--- src/rtl/mdu_hilo_if.sv ---
// Handshake and result bus between the pipeline controller and the HI/LO multiply/divide unit.
interface mdu_hilo_if;
   logic        start;
   logic [1:0]  op;
   logic [31:0] a;
   logic [31:0] b;
   logic        mthi;
   logic        mtlo;
   logic [31:0] wdata;
   logic        busy;
   logic        done;
   logic [31:0] hi;
   logic [31:0] lo;

   modport master (
      output start, op, a, b, mthi, mtlo, wdata,
      input  busy, done, hi, lo
   );

   modport slave (
      input  start, op, a, b, mthi, mtlo, wdata,
      output busy, done, hi, lo
   );
endinterface

--- src/rtl/mdu_hilo.sv ---
// Iterative MULT/MULTU/DIV/DIVU unit with the architectural HI/LO pair.
// Define MDU_FAST_MUL_EN to commit multiplies one cycle after acceptance.
module mdu_hilo (
   input  logic       clk,
   input  logic       rst,
   mdu_hilo_if.slave  bus
);

   localparam logic [1:0] IDLE = 2'd0;
   localparam logic [1:0] RUN  = 2'd1;
   localparam logic [1:0] FIX  = 2'd2;

   logic [1:0]  state;
   logic [5:0]  cnt;
   logic [63:0] acc;       // product accumulator; low half doubles as multiplier / quotient shifter
   logic [31:0] rem;
   logic [31:0] opb;       // |b|: addend for multiply, divisor for divide
   logic [31:0] a_raw;
   logic [1:0]  op_q;
   logic        neg_q;
   logic        neg_r;
   logic        dz;
   logic [31:0] hi_q;
   logic [31:0] lo_q;
   logic        done_q;

   logic        sgn_op;
   logic [31:0] abs_a;
   logic [31:0] abs_b;
   logic [32:0] msum;
   logic [32:0] prem;
   logic [33:0] dtrial;
   logic [63:0] mul_raw;
   logic [63:0] mul_res;
   logic [31:0] fix_hi;
   logic [31:0] fix_lo;

   always_comb begin
      sgn_op = ~bus.op[0];
      abs_a  = (sgn_op && bus.a[31]) ? (32'd0 - bus.a) : bus.a;
      abs_b  = (sgn_op && bus.b[31]) ? (32'd0 - bus.b) : bus.b;
   end

   // Shift-add: low half of acc holds the remaining multiplier bits, LSB first.
   assign msum   = {1'b0, acc[63:32]} + (acc[0] ? {1'b0, opb} : 33'd0);
   // Restoring step: bring in the next dividend bit, subtract if it fits.
   assign prem   = {rem, acc[31]};
   assign dtrial = {1'b0, prem} - {2'b00, opb};

`ifdef MDU_FAST_MUL_EN
   assign mul_raw = {32'd0, opb} * {32'd0, acc[31:0]};
`else
   assign mul_raw = acc;
`endif

   always_comb begin
      fix_hi  = 32'd0;
      fix_lo  = 32'd0;
      mul_res = neg_q ? (64'd0 - mul_raw) : mul_raw;
      if (!op_q[1]) begin
         fix_hi = mul_res[63:32];
         fix_lo = mul_res[31:0];
      end else if (dz) begin
         fix_hi = a_raw;
         fix_lo = 32'hFFFF_FFFF;
      end else begin
         fix_lo = neg_q ? (32'd0 - acc[31:0]) : acc[31:0];
         fix_hi = neg_r ? (32'd0 - rem) : rem;
      end
   end

   always_ff @(posedge clk or posedge rst) begin
      if (rst) begin
         state  <= IDLE;
         cnt    <= 6'd0;
         acc    <= 64'd0;
         rem    <= 32'd0;
         opb    <= 32'd0;
         a_raw  <= 32'd0;
         op_q   <= 2'd0;
         neg_q  <= 1'b0;
         neg_r  <= 1'b0;
         dz     <= 1'b0;
         hi_q   <= 32'd0;
         lo_q   <= 32'd0;
         done_q <= 1'b0;
      end else begin
         done_q <= 1'b0;
         case (state)
            IDLE: begin
               if (bus.mthi) hi_q <= bus.wdata;
               if (bus.mtlo) lo_q <= bus.wdata;
               if (bus.start) begin
                  acc   <= {32'd0, abs_a};
                  rem   <= 32'd0;
                  opb   <= abs_b;
                  a_raw <= bus.a;
                  op_q  <= bus.op;
                  neg_q <= sgn_op & (bus.a[31] ^ bus.b[31]);
                  neg_r <= sgn_op & bus.a[31];
                  dz    <= (bus.b == 32'd0);
                  cnt   <= 6'd0;
`ifdef MDU_FAST_MUL_EN
                  state <= bus.op[1] ? RUN : FIX;
`else
                  state <= RUN;
`endif
               end
            end
            RUN: begin
               if (op_q[1]) begin
                  acc[31:0] <= {acc[30:0], ~dtrial[33]};
                  rem       <= dtrial[33] ? prem[31:0] : dtrial[31:0];
               end else begin
                  acc <= {msum, acc[31:1]};
               end
               cnt <= cnt + 6'd1;
               if (cnt == 6'd31) state <= FIX;
            end
            FIX: begin
               hi_q   <= fix_hi;
               lo_q   <= fix_lo;
               done_q <= 1'b1;
               state  <= IDLE;
            end
            default: state <= IDLE;
         endcase
      end
   end

   assign bus.busy = (state != IDLE);
   assign bus.done = done_q;
   assign bus.hi   = hi_q;
   assign bus.lo   = lo_q;

endmodule

--- src/flat_wrapper.sv ---
// flat-port wrapper written by rule: the top's interface ports become plain ports
module mdu_hilo_flat 
  (clk, rst, bus_start, bus_op, bus_a, bus_b, bus_mthi, bus_mtlo, bus_wdata, bus_busy, bus_done, bus_hi, bus_lo);
  mdu_hilo_if bus_i ();
  input  logic clk;
  input  logic rst;
  input wire logic [$bits(bus_i.start)-1:0] bus_start;
  input wire logic [$bits(bus_i.op)-1:0] bus_op;
  input wire logic [$bits(bus_i.a)-1:0] bus_a;
  input wire logic [$bits(bus_i.b)-1:0] bus_b;
  input wire logic [$bits(bus_i.mthi)-1:0] bus_mthi;
  input wire logic [$bits(bus_i.mtlo)-1:0] bus_mtlo;
  input wire logic [$bits(bus_i.wdata)-1:0] bus_wdata;
  output wire logic [$bits(bus_i.busy)-1:0] bus_busy;
  output wire logic [$bits(bus_i.done)-1:0] bus_done;
  output wire logic [$bits(bus_i.hi)-1:0] bus_hi;
  output wire logic [$bits(bus_i.lo)-1:0] bus_lo;
  assign bus_i.start = bus_start;
  assign bus_i.op = bus_op;
  assign bus_i.a = bus_a;
  assign bus_i.b = bus_b;
  assign bus_i.mthi = bus_mthi;
  assign bus_i.mtlo = bus_mtlo;
  assign bus_i.wdata = bus_wdata;
  assign bus_busy = bus_i.busy;
  assign bus_done = bus_i.done;
  assign bus_hi = bus_i.hi;
  assign bus_lo = bus_i.lo;
  mdu_hilo u_core (.clk(clk), .rst(rst), .bus(bus_i));
endmodule
--- config.mk ---
export PLATFORM = sky130hd
export DESIGN_NAME = mdu_hilo_flat
export DESIGN_NICKNAME = d
export VERILOG_FILES = /design/src/rtl/mdu_hilo_if.sv /design/src/rtl/mdu_hilo.sv /design/src/flat_wrapper.sv
export SDC_FILE = /design/constraint.sdc
export NUM_CORES = 1
export LEC_CHECK = 0
export ABC_AREA = 1
export CORE_UTILIZATION = 54
export DETAILED_ROUTE_END_ITERATION = 10
export GPL_TIMING_DRIVEN = 0
export PLACE_DENSITY = 0.78
export RECOVER_POWER = 25
export SETUP_SLACK_MARGIN = 0.15
export SYNTH_ARGS = -nofsm -noshare
export SYNTH_HDL_FRONTEND = slang
export SYNTH_SLANG_ARGS = --single-unit
export TNS_END_PERCENT = 50
--- constraint.sdc ---
create_clock -name clk -period 7.2 [get_ports clk]
set_clock_uncertainty 0.1 [all_clocks]
set_input_delay 1.08 -clock clk [delete_from_list [all_inputs] [get_ports clk]]
set_output_delay 1.08 -clock clk [all_outputs]
set_load 0.03 [all_outputs]
-- Yosys cells after proc, flatten, opt, wreduce, memory -nomap -nowiden
Index checks and enable logic that the tools add are counted.
- register bits after elaboration: 238
- word-level logic and storage cells: 78
- output and inout bits: 66
- input bits: 103
- eq/ne operators: 9
- $add $sub $neg: 8
- bitwise operators: 5
- mux-type cells: 28
- reductions and logical operators: 14
- operators with widths (cell ; number):
    $mux W32 ; 16
    $pmux W32 S2 ; 3
    $mux W64 ; 2
    $pmux W64 S2 ; 1
    $sub A1 B32 Y32 const A ; 4
    $sub A1 B64 Y64 const A ; 1
    $sub A33 B32 Y34 ; 1
    $add A32 B33 Y33 ; 1
    $logic_not A32 Y1 ; 1
    $pmux W6 S2 ; 1
    $reduce_and A2 Y1 ; 5
    $ne A2 B2 Y1 const B ; 4
    $add A6 B1 Y6 const B ; 1
    $eq A6 B5 Y1 const B ; 1
    $mux W6 ; 1
    $reduce_and A3 Y1 ; 2
    $reduce_bool A2 Y1 ; 3
    $mux W2 ; 2
    $ne A2 B1 Y1 const B ; 2
    $pmux W2 S2 ; 1
    $and A1 B1 Y1 ; 2
    $eq A2 B1 Y1 const B ; 1
    $eq A2 B2 Y1 const B ; 1
    $logic_and A1 B1 Y1 ; 2
    4 further kinds ; 5

-- Longest topological paths before layout
Gate-level depths: netlist (run 1).
- depth after elaboration: 5
- depth in mapped cells: 21
- mapped depth without buffers: 19

-- Worst setup path after synthesis (run 1)
OpenSTA, ideal clock, no wires.
- path kind: reg-to-reg
- from: register u_core.acc[0]
- to: register u_core.acc[53]
- setup time: 0.121 ns
- arrival: 2.404 ns
- slack: 4.575 ns
- stages on the path, launching flop included: 22
- path buffers: 2
- required time: 6.979 ns
- period minus slack after synthesis: 2.625 ns
- cells stage by stage: dfrtp_1 buf_6 clkbuf_1 nand2_1 inv_1 ha_1 inv_1 fa_1 inv_1 nand2_1 o21ai_1 nand2_1 nand2_1 nand2_1 nand2_1 nand2_1 nand2_1 nand2_1 nand2_1 nand2_1 nand2_1 o21ai_1
- cells in the longest elaborated chain, start to end: 4
- RTL lines (item ; RTL line ; source):
    start: declaration ; mdu_hilo.sv:15 ; logic [63:0] acc;
    start signal: assignment ; mdu_hilo.sv:94 ; acc <= {32'd0, abs_a};
    start signal: assignment ; mdu_hilo.sv:112 ; acc[31:0] <= {acc[30:0], ~dtrial[33]};
    start signal: assignment ; mdu_hilo.sv:115 ; acc <= {msum, acc[31:1]};
    $mux W32 ; mdu_hilo.sv:45 ; assign msum = {1'b0, acc[63:32]} + (acc[0] ? {1'b0, opb} : 33'd0);
    $add A32 B33 Y33 ; mdu_hilo.sv:45 ;
    $mux W32 ; mdu_hilo.sv:111 ; if (op_q[1]) begin
    $pmux W64 S2 ; mdu_hilo.sv:89 ; case (state)
Every way passes these cells. The select of a mux whose other input is x is not followed.
A chain may end at the register's enable or synchronous reset.

==> metrics.cfg, run 1 <==
[clock_network]
postCtsSetupBuffers = 0
cts.sinks = 237
cts-root-buf = clkbuf_16
ctsHoldBuffers = 0
cts_buffer_depth = 3
cts.htree.levels = 1
cts_resized = 0
cts_tree = built
clk_latency_ps = 580
path_clk_slew_ps = 60
cts_buffers = 28

[pwr]
powerDensity_nw_per_um2 = 511.3
pwr-share-clk_pct = 12.6
intPower_mw = 5.251
swShare_pct = 55.58
seqPwrFrac_pct = 23.0
p_switching_mw = 6.570
p_comb_share_pct = 64.5
peakVddDrop_mv = 0.2826
power_mw = 11.82
p_leak_nw = 11.04

[detailed_routing]
postRouteAntennaNets = 0
firstDrtPassIters = 6
wl_um = 83570
vias_per_cell = 6.207
drt_iter0_drc = 3007
vias = 23800
wire_per_inst_um = 21.79
drc = 0

[sta]
hold_viol = 0
fin_setup_tns_ps = 0
finalCritPeriodShare_pct = 53.08
rsz0062_at_grt = no
drv_slew = 69
finalSetupViolations = 0
clock.fmax_ghz = 0.2616
period_needed_ps = 3822
tightest_slew_ps = 2134
slew_headroom_pct = -42.29

[final_layout]
layout-drive-gt1-share_pct = 4.921
postLayoutCellArea_um2 = 23120
layout.nets = 3527
synthToLayoutAreaGrowth_pct = 16.57
stdcell_count = 3835
final_util_pct = 64.53

[placement]
place_area_um2 = 22220
gp_congestion = 1.018
place_hpwl_um = 67070
dp_cells = 3784
io_buffers = 168

[min_path]
min_path_type = reg -> reg
holdPathStages = 2

[logic_synthesis]
syn_inst = 3149
synthTopCellsByArea = dfrtp_1, nand2_1, nor2_1, nand3_1, inv_1
yosysWarnings = 0
yosys.area.top_type = dfrtp_1
yosysTopAreaCellShare_pct = 29.90
ys_seq_elements = 237
yosysSeqAreaShare_pct = 29.90
syn_nets = 3323
synth_cell_types = 58
syn_area_per_cell_um2 = 6.299
syn_area_um2 = 19830

[setup_path]
worstRegToRegCells = 20
worstPathRequired_ps = 7350
end_kind = asynchronous set/reset pin
start_kind = input pin
critical_path_class = in -> async
cp.arrival_ps = 3980
critical_path.max_fanout = 38

[floorplanning]
die_y_um = 193.7
die_area_um2 = 37500
fp-row-count = 69
dieWidth_um = 193.7
pin_count = 169
core_area_um2 = 35830
start_util_pct = 55.36

[grt]
grt_pass1_vias = 22330
grt_pass1_wl_um = 126900
overflow = 0
grt_max_degree = 43
antenna_found_initial = 2
grt.total_usage_pct = 43.72

[status]
violations = capacitance limit, slew limit
status = finished, violations left

[job]
max_cap_violations = 2

==> worst max-delay path: stages <==
cell and delay [ps]:
dlygate4sd3_1 540, clkinvlp_2 730, clkbuf_1 1590
==> worst paths after layout <==
kind / slack, ps / startpoint / endpoint
min: 380 / u_core.a_raw[22]$_DFFE_PP0P_ / u_core.a_raw[22]$_DFFE_PP0P_
max in group clk: 3680 / u_core.acc[0]$_DFFE_PP0P_ / u_core.acc[57]$_DFFE_PP0P_
max: 3380 / rst / u_core.bus.lo[16]$_DFFE_PP0P_
max reg2reg: 3680 / u_core.acc[0]$_DFFE_PP0P_ / u_core.acc[57]$_DFFE_PP0P_
min in group asynchronous: 1100 / rst / u_core.acc[57]$_DFFE_PP0P_
min reg2reg: 380 / u_core.a_raw[22]$_DFFE_PP0P_ / u_core.a_raw[22]$_DFFE_PP0P_
==> stage by stage <==
stage / hold slack [ps] / worst slack (ps)
after CTS: 379.7 / 3757
after global routing: 417.6 / 2932
after detailed placement: 365.0 / 3601
after global placement: 362.3 / 1161
final: 382.1 / 3378
after floorplan: 342.6 / 2914
==> layer usage <==
layer / wire length, µm / share of wire (%) / track usage [%] / up-vias
li1: - / - / - / 10770
met1: 32330 / 39 / 57.24 / 11090
met2: 36190 / 43 / 67.54 / 1636
met3: 10730 / 13 / 11.46 / 306
met4: 4080 / 4.9 / 19.02 / 4
met5: 250 / 0.30 / 4.981 / -
==> placed cells by master (no fill, tap or decap), types with 14 or more instances in the layout <==
cell               n
o22ai_1           14
clkdlybuf4s50_1  167
xnor2_1           21
nand3_1          255
o21ai_1           30
buf_2             27
nor3_1            25
a22oi_1           19
a21oi_1          243
o21ai_0          244
xor2_1            31
nand2_1          833
a221oi_1          30
nand4_1           46
inv_1            329
ha_1              69
nor2_1           444
nand2_2           17
inv_2             14
clkbuf_1          76
clkbuf_16         29
dfrtp_1          237
==> state kept, by name, summed over array words and instances (netlist names) <==
| signal | count |
|---|---|
| u_core.rem | 32 |
| u_core.state | 2 |
| u_core.acc | 64 |
| u_core.neg_q | 1 |
| u_core.op_q | 1 |
| u_core.cnt | 6 |
| u_core.dz | 1 |
| u_core.bus.lo | 32 |
| u_core.bus.done | 1 |
| u_core.a_raw | 32 |
| u_core.neg_r | 1 |
| u_core.bus.hi | 32 |
| u_core.opb | 32 |
==> cell type report <==
class                      instances  area (µm²)
buffer                           110       504.2
clock inverter                    10       117.6
timing repair buffer             174        1769
multi-input combinational       2454       12080
antenna                            1       2.502
tap                              461       576.8
inverter                         348        1309
clock buffer                      40       827.0
fill                            3302       12710
sequential                       237        5931
==> power groups by stage <==
| stage | Combinational [mW] | Clock, mW | Sequential [mW] |
|---|---|---|---|
| 6_report | 7.62 | 1.48 | 2.72 |
| 5_1_grt | 8.24 | 1.53 | 2.73 |
| 4_1_cts | 7.39 | 1.48 | 2.66 |
| 3_5_place_dp | 7.32 | 0 | 2.67 |
| 3_3_place_gp | 7.15 | 0 | 2.65 |
| 2_1_floorplan | 4.65 | 0 | 2.73 |
==> synthesized netlist by cell type (all sizes together) <==
master   count
a31oi        7
a22oi       19
nand4       46
nor2       463
nand2      852
xor2        31
and3         1
nor4         5
o211ai      12
a221oi      30
clkinv       4
a21oi      246
dfrtp      237
o31ai        4
clkbuf      68
o21a        12
o22ai       14
and2         3
xnor2       21
buf         42
a21boi       7
nand3b      11
a21o         6
fa           2
a22o         1
o221ai       2
inv        344
nand3      260
nor3        29
o21bai       6
o21ai      276
or2         12
ha          69
a2bb2oi      6
a211oi       1
==> kinds of logic after synthesis <==
family          Yosys count  synth area share [%]
fa+ha+maj                71                 4.555
simple gates           1682                 35.73
flops                   237                 29.90
compound gates          649                 18.38
xor+xnor                 52                 2.296
buf+inv                 458                 9.141
Power figures use the tool's default switching activity.
==> run 2: changes to the inputs <==
==> constraint.sdc (replaced) <==
create_clock -name clk -period 3.2 [get_ports clk]
set_clock_uncertainty 0.1 [all_clocks]
set_input_delay 0.48 -clock clk [delete_from_list [all_inputs] [get_ports clk]]
set_output_delay 0.48 -clock clk [all_outputs]
set_load 0.03 [all_outputs]
==> metrics.cfg, run 2 (same netlist as run 1, synthesis figures left out) <==
[status]
status = completed

[final_layout]
final_util_pct = 64.75  ; +0.22 points
max_flop_register = u_core.acc
layout-drive-gt1-share_pct = 5.416  ; +0.49 points
postLayoutCellArea_um2 = 23200  ; +0.34%
layout.nets = 3533  ; +0.17%
synthToLayoutAreaGrowth_pct = 16.96
largest_register_ffs = 64  ; unchanged
layout_commonest_cell = nand2_1
final_cell_mix = nand2_1, nor2_1, inv_1, nand3_1

[clock_network]
cts-root-buf = clkbuf_16
cts.htree.levels = 1  ; unchanged
cts_buffer_depth = 3  ; unchanged
cts_buffers = 28  ; unchanged
clk_latency_ps = 580  ; about the same
path_clk_slew_ps = 60  ; about the same
cts_tree = built
ctsHoldBuffers = 0  ; unchanged
cts.sinks = 237  ; unchanged

[grt]
antenna_found_initial = 2  ; unchanged
met1_usage_pct = 57.35  ; +0.11 points
grt_pass1_wl_um = 127100  ; +0.13%
grt_max_degree = 43  ; unchanged
grtUsageMet3_pct = 11.46  ; unchanged
overflow = 0  ; unchanged
grt_pass1_vias = 22340  ; +0.027%
busiest_layer = met2
grt.total_usage_pct = 43.77  ; +0.057 points
grtUsageMet2_pct = 67.60  ; about the same

[min_path]
min_path_type = reg -> reg

[setup_path]
r2r_start = u_core.rem[0]$_DFFE_PP0P_
end_kind = flip-flop
critical_path_class = reg -> reg
cp-startpoint = u_core.rem[0]$_DFFE_PP0P_
crit_end = u_core.bus.hi[16]$_DFFE_PP0P_
worstRegToRegCells = 11  ; -45%
cp.arrival_ps = 3350  ; -630 ps
start_kind = flip-flop
reg2reg_slack_ps = 210  ; -3470 ps
r2r-end = u_core.bus.hi[16]$_DFFE_PP0P_
worstPathRequired_ps = 3550  ; -3800 ps
critical_path.max_fanout = 7  ; -82%

[placement]
io_buffers = 168  ; unchanged
place_hpwl_um = 67070  ; unchanged
place_area_um2 = 22220  ; unchanged
gp_congestion = 1.018  ; unchanged
place_worst_setup_slack_ps = -210.5  ; -3811 ps

[sta]
clock.fmax_ghz = 0.3341
rsz0062_at_grt = no
hold_viol = 0  ; unchanged
setup_slack_ps = 207.2  ; -3171 ps
finalSetupViolations = 0  ; unchanged
tightest_slew_ps = 1246  ; -887.9 ps
period_needed_ps = 2993
finalCritPeriodShare_pct = 93.53
drv_slew = 0  ; -100%
hold_ws_ps = 378.2  ; -3.890 ps
slew_headroom_pct = 16.45  ; +59 points
fin_setup_tns_ps = 0  ; unchanged

[pwr]
peakVddDrop_mv = 0.6371  ; +130%
powerDensity_nw_per_um2 = 1152  ; +130%
p_leak_nw = 11.09  ; +0.42%

[detailed_routing]
drc = 0  ; unchanged
wire_per_inst_um = 21.86  ; +0.31%
wl_um = 83960  ; +0.46%
postRouteAntennaNets = 0  ; unchanged
vias = 23970  ; +0.71%
firstDrtPassIters = 9  ; +3
drt_iter0_drc = 3054  ; +1.6%
vias_per_cell = 6.241  ; +0.56%

[floorplanning]
start_util_pct = 55.36  ; unchanged
core_area_um2 = 35830  ; unchanged
die_y_um = 193.7  ; unchanged
fp-row-count = 69  ; unchanged
dieWidth_um = 193.7  ; unchanged
die_area_um2 = 37500  ; unchanged
pin_count = 169  ; unchanged

[job]
max_cap_violations = 0  ; -2

[run 2: cell count changes in the layout (fill, tap and decap cells not counted), sizes merged]
cell,previous run,this run
buf,45,52
clkbuf,111,110
[run 2: routing by layer]
metal | wire length (µm) | up-vias
met4 | 4290 | 4
met1 | 32250 | 11150
met2 | 36270 | 1704
met3 | 10890 | 326
li1 | - | 10790
met5 | 257 | -
[run 2: through the flow]
stage,instances,total power [mW]
2_1_floorplan,3149,16.60
3_3_place_gp,3778,22.05
3_5_place_dp,3784,22.48
4_1_cts,3834,25.94
5_1_grt,3840,28.24
6_report,3841,26.72
[run 2: worst min path at each step]
stage | end | startpoint | cells after the start
detailed placement | u_core.a_raw[22]$_DFFE_PP0P_ | u_core.a_raw[22]$_DFFE_PP0P_ | 2
global route | u_core.a_raw[26]$_DFFE_PP0P_ | u_core.a_raw[26]$_DFFE_PP0P_ | 2
CTS | u_core.acc[57]$_DFFE_PP0P_ | rst | 2
finish | u_core.a_raw[22]$_DFFE_PP0P_ | u_core.a_raw[22]$_DFFE_PP0P_ | 2
floorplan | u_core.a_raw[22]$_DFFE_PP0P_ | u_core.a_raw[22]$_DFFE_PP0P_ | 2
global placement | u_core.a_raw[22]$_DFFE_PP0P_ | u_core.a_raw[22]$_DFFE_PP0P_ | 2
[run 2: area by class of cell]
cell class	instances	area [µm²]
Buffer	110	514.2
Sequential cell	237	5931
Timing Repair Buffer	180	1804
Tap cell	461	576.8
Clock buffer	40	827.0
Inverter	348	1309
Fill cell	3291	12630
Multi-Input combinational cell	2454	12120
Antenna cell	1	2.502
Clock inverter	10	117.6
[run 2: where the power goes]
group	switching, mW	internal [mW]	total, mW
Clock	1.39	1.95	3.34
Combinational	11.7	5.56	17.3
Sequential	1.74	4.36	6.11
Total	14.8	11.9	26.7
[run 2: repair_timing]
item                       4_1_cts  5_1_grt
buffers inserted                 0        6
gates resized for setup          6        8
pin swaps                        0        1
setup endpoints to repair        8        9
[run 2: worst max-delay path: stages (launching register included)]
cell and delay [ps]:
dfrtp_1 460, inv_1 110, ha_1 170, nand3_1 140, nor2_1 270, nand2_1 160
nand2_1 240, a21oi_1 110, o21ai_0 710, nand2_1 120, nand2_1 180, a21oi_1 80
